File: src/rtl/sipo_deserializer.sv
// Serial-in/parallel-out deserializer: gathers WIDTH strobed bits into one word and
// offers it through a single-entry valid/ready output slot with a sticky overrun flag.
module sipo_deserializer #(
   parameter int unsigned WIDTH     = 4,
   parameter bit          MSB_FIRST = 1'b1
) (
   input  logic             clk,
   input  logic             rst,
   input  logic             s_in,
   input  logic             s_valid,
   output logic [WIDTH-1:0] p_out,
   output logic             p_valid,
   input  logic             p_ready,
   output logic             busy,
   output logic             overrun
);

   localparam int unsigned CW = (WIDTH > 2) ? $clog2(WIDTH) : 1;

   logic [WIDTH-1:0] r_sh;
   logic [CW-1:0]    r_cnt;
   logic [WIDTH-1:0] r_pout;
   logic             r_pvalid;
   logic             r_ovr;

   logic [WIDTH-1:0] w_sh_next;
   logic             w_complete;
   logic             w_slot_free;

   always_comb begin
      w_sh_next = r_sh;
      if (MSB_FIRST) begin
         w_sh_next = {r_sh[WIDTH-2:0], s_in};
      end else begin
         w_sh_next = {s_in, r_sh[WIDTH-1:1]};
      end
   end

   // Completed word includes this cycle's bit, so it is taken from the next-shift value.
   assign w_complete  = s_valid && (r_cnt == CW'(WIDTH - 1));
   assign w_slot_free = !r_pvalid || p_ready;

   always_ff @(posedge clk) begin
      if (!rst) begin
         r_sh     <= '0;
         r_cnt    <= '0;
         r_pout   <= '0;
         r_pvalid <= 1'b0;
         r_ovr    <= 1'b0;
      end else begin
         if (s_valid) begin
            r_sh  <= w_sh_next;
            r_cnt <= w_complete ? '0 : r_cnt + CW'(1);
         end
         if (w_complete && w_slot_free) begin
            r_pout   <= w_sh_next;
            r_pvalid <= 1'b1;
         end else if (w_complete) begin
            r_ovr <= 1'b1;
         end else if (r_pvalid && p_ready) begin
            r_pvalid <= 1'b0;
         end
      end
   end

   assign p_out   = r_pout;
   assign p_valid = r_pvalid;
   assign busy    = (r_cnt != '0);
   assign overrun = r_ovr;

endmodule
File: config.mk
export PLATFORM = sky130hd
export DESIGN_NAME = sipo_deserializer
export DESIGN_NICKNAME = d
export VERILOG_FILES = /design/src/rtl/sipo_deserializer.sv
export SDC_FILE = /design/constraint.sdc
export NUM_CORES = 1
export LEC_CHECK = 0
export CAP_MARGIN = 5
export CORE_ASPECT_RATIO = 0.8
export CORE_MARGIN = 2
export CORE_UTILIZATION = 30
export DETAILED_ROUTE_END_ITERATION = 10
export PLACE_DENSITY = 0.58
export SLEW_MARGIN = 20
export SYNTH_ARGS = -nofsm -noshare
export SYNTH_HDL_FRONTEND = slang
export SYNTH_SLANG_ARGS = --single-unit
File: constraint.sdc
create_clock -name clk -period 1.51 [get_ports clk]
set_clock_uncertainty 0.05 [all_clocks]
set_input_delay 0.151 -clock clk [delete_from_list [all_inputs] [get_ports clk]]
set_output_delay 0.151 -clock clk [all_outputs]
set_load 0.02 [all_outputs]
==> out/metrics.csv <==
stage,metric,value,unit
status,status,completed,
worst_setup_path,"Max FO, Critical Path",2,
routing,drt total wl,737,um
global_route,met3 GRT Util,8.21,%
global_route,grt total ovfl,0,
synthesis,Commonest cells post-synth,"11 x dfxtp_1, 9 x mux2i_1, 8 x nand2_1",
sta,max_slew headroom,70.1,%
global_route,initial antenna violation count,0,
floorplanning,IO Pins,12,
sta,hold_ws,0.408,ns
synthesis,"Avg Cell Area, Syn",10.3,um2
synthesis,prevailing post-synth register cell,dfxtp_1,
worst_setup_path,CP top delay family,buffers and inverters,
clock_tree,Worst-path clk slew,0.07,ns
flow_run,max-cap viol count,0,
synthesis,top post-synthesis cells by area,"dfxtp_1 44%, mux2i_1 18%, nor2b_1 6.3%",
global_route,largest net degree at the start of global routing,16,
placed_design,GPL Wtd Cong,0.668,
finish,FILL cells,174,
finish,area delta synth->final,28.5,%
sta,minimum clock period,1.40,ns
synthesis,Post-Syn Nets,55,
worst_setup_path,Bufs and invs on worst path,1,
worst_setup_path,CP Class,flip-flop to primary output,
synthesis,Yosys reg bits,11,
routing,DRT antenna net count,0,
synthesis,YS warnings,0,
placed_design,DP Wirelength,563,um
finish,Finished Cell Area,638,um2
sta,final setup fails,0,
global_route,gr busiest metal,met2,
worst_setup_path,max incr delay on CP,0.60,ns
worst_setup_path,CP Cell Sequence,clkdlybuf4s50_1,
sta,Final Hold Viols,0,
synthesis,register area share after synthesis,44.3,%
sta,Final Cycle Share,92.5,%
global_route,vias in the first global route,286,
floorplanning,core area,1590,um2
routing,via count,338,
placed_design,Placement Cell Area,614,um2
sta,Fin Setup TNS,0,ns
clock_tree,clk_lat worst skew,0.27,ns
global_route,first-pass GRT wire length,1280,um
routing,DR WL/cell,8.88,um
floorplanning,DIE WIDTH,49.5,um
clock_tree,CTS Buffer Depth,2,
power,Net Sw Frac,22.9,%
power,Static Leak,0.280,nW
power,Peak VDD IR,454,uV
finish,ANT cells,0,
floorplanning,Die Y,40.4,um
synthesis,number of synthesized flops with an enable pin,0,
finish,"Net count, final",69,
sta,RSZ-0062 raised after global routing,no,
worst_setup_path,Critical Path RT,1.31,ns
power,internal power,0.000434,W
worst_setup_path,Worst EP arrival,1.20,ns
worst_setup_path,Worst setup EP type,primary output,
clock_tree,CTS Sinks,11,
power,switching power of the nets,0.000129,W
clock_tree,CTS root buffer,clkbuf_4,
power,clock share of power,34.5,%
global_route,M1 GR Usage,10.4,%
worst_setup_path,Slowest cell on crit path,clkdlybuf4s50_1,
clock_tree,total CTS buffers,3,
floorplanning,total die area,2000,um2
floorplanning,Initial Util,31.2,%
worst_setup_path,startpoint types,flip-flop,
clock_tree,# H-tree levels,1,
synthesis,synthesized instance count,48,
synthesis,Synth top area share,44.3,%
routing,Pre-antenna DRT Iters,2,
power,combinational power share,11.3,%
routing,vias per cell,4.07,
power,Final Power,0.000564,W
power,Reg power frac,54.2,%
global_route,GR met2 Demand/Resource,14.2,%
hold_path,Worst Hold Class,flip-flop to flip-flop,
power,Power Density,883,nW/um2
floorplanning,# rows,13,
synthesis,Netlist cell types,14,
synthesis,most numerous cell in the Yosys netlist,dfxtp_1,
global_route,Tot GR Track Use,9.52,%
sta,Worst-Margin Slew,0.447,ns
clock_tree,CTS tree,built,
synthesis,"area leader, netlist",dfxtp_1,
sta,FMAX,716,MHz
synthesis,"Async S/R FF share, synth",0,%
routing,initial DRC count,3,
placed_design,IO buf count,11,
routing,DRC,0,
synthesis,Synth Cell Area,497,um2
finish,layout cells sized above 1,13.1,%
sta,Final Slew Violations,0,
-- cells by family (layout without fill, tap and decap cells) --
group	count (synthesis)	in the layout	share of synthesized area, %
adder cells (fa/ha/maj)	2	2	5.04
multiplexers	9	9	18.1
buffers and inverters	6	19	7.81
AO/OA/AOI/OAI	2	2	3.02
AND/OR/NAND/NOR	18	18	21.7
flip-flops	11	11	44.3
-- worst min-delay path, cell delays in order (launching register included) --
cell and delay (ns):
dfxtp_1 0.31, nand2_1 0.05, mux2i_1 0.05
-- what timing repair did --
action                                  CTS  global route
hold buffers                              0             0
gates resized for setup                   1             3
cloned                                    0             0
buffers inserted                          0             0
endpoints found under the setup margin    1             2
pin swaps                                 0             0
-- final timing paths --
path                          from                    end  slack (ns)  depth (start not counted)
min          p_out[0]$_SDFFE_PN0P_  p_out[0]$_SDFFE_PN0P_        0.41                          2
max          p_out[2]$_SDFFE_PN0P_               p_out[2]        0.11                          1
min reg2reg  p_out[0]$_SDFFE_PN0P_  p_out[0]$_SDFFE_PN0P_        0.41                          2
max reg2reg  r_cnt[0]$_SDFFE_PN0P_  p_out[3]$_SDFFE_PN0P_        0.33                          4
-- power by group through the flow --
stage	combinational (W)	clock (W)	sequential, W
2_1_floorplan	0.0000437	0	0.000311
3_3_place_gp	0.0000681	0	0.000312
3_5_place_dp	0.0000687	0	0.000312
4_1_cts	0.0000661	0.000205	0.000305
5_1_grt	0.0000734	0.000227	0.000307
6_report	0.0000639	0.000194	0.000305
-- final cells by class --
type | count | area [um2] | share of cell area [%]
timing repair buffer | 12 | 115 | 18.0
sequential | 11 | 220 | 34.5
inverter | 3 | 11.3 | 1.76
tap | 22 | 27.5 | 4.31
multi-input combinational | 31 | 238 | 37.3
clock buffer | 4 | 26.3 | 4.12
-- cell usage in the layout (no fill, tap or decap), drive strengths merged --
| master | instances |
|---|---|
| a21boi | 1 |
| dfxtp | 11 |
| o21a | 1 |
| nand2 | 9 |
| buf | 1 |
| nor2 | 2 |
| inv | 3 |
| dlymetal6s2s | 1 |
| clkbuf | 5 |
| mux2i | 9 |
| ha | 2 |
| nor2b | 6 |
| nand2b | 1 |
| clkdlybuf4s50 | 9 |
-- layer usage --
metal	vias up	wire, um
met3	0	75
met4	0	0
met1	152	340
met5	-	0
li1	176	-
met2	10	320
-- flip-flops by register name (all words and copies together) (netlist names) --
signal / cells
r_cnt: 2
r_sh: 3
p_valid: 1
p_out: 4
overrun: 1
-- per-stage QoR --
stage               worst slack [ns]  cells  utilization [%]
CTS                           0.0167     83             40.1
global placement              0.0999     79             38.5
global route                  0.0387     83             40.0
finish                         0.114     83             40.0
detailed placement            0.0768     79             38.5
floorplan                      0.404     48                -
No activity file was read; power rests on OpenSTA's default activity.
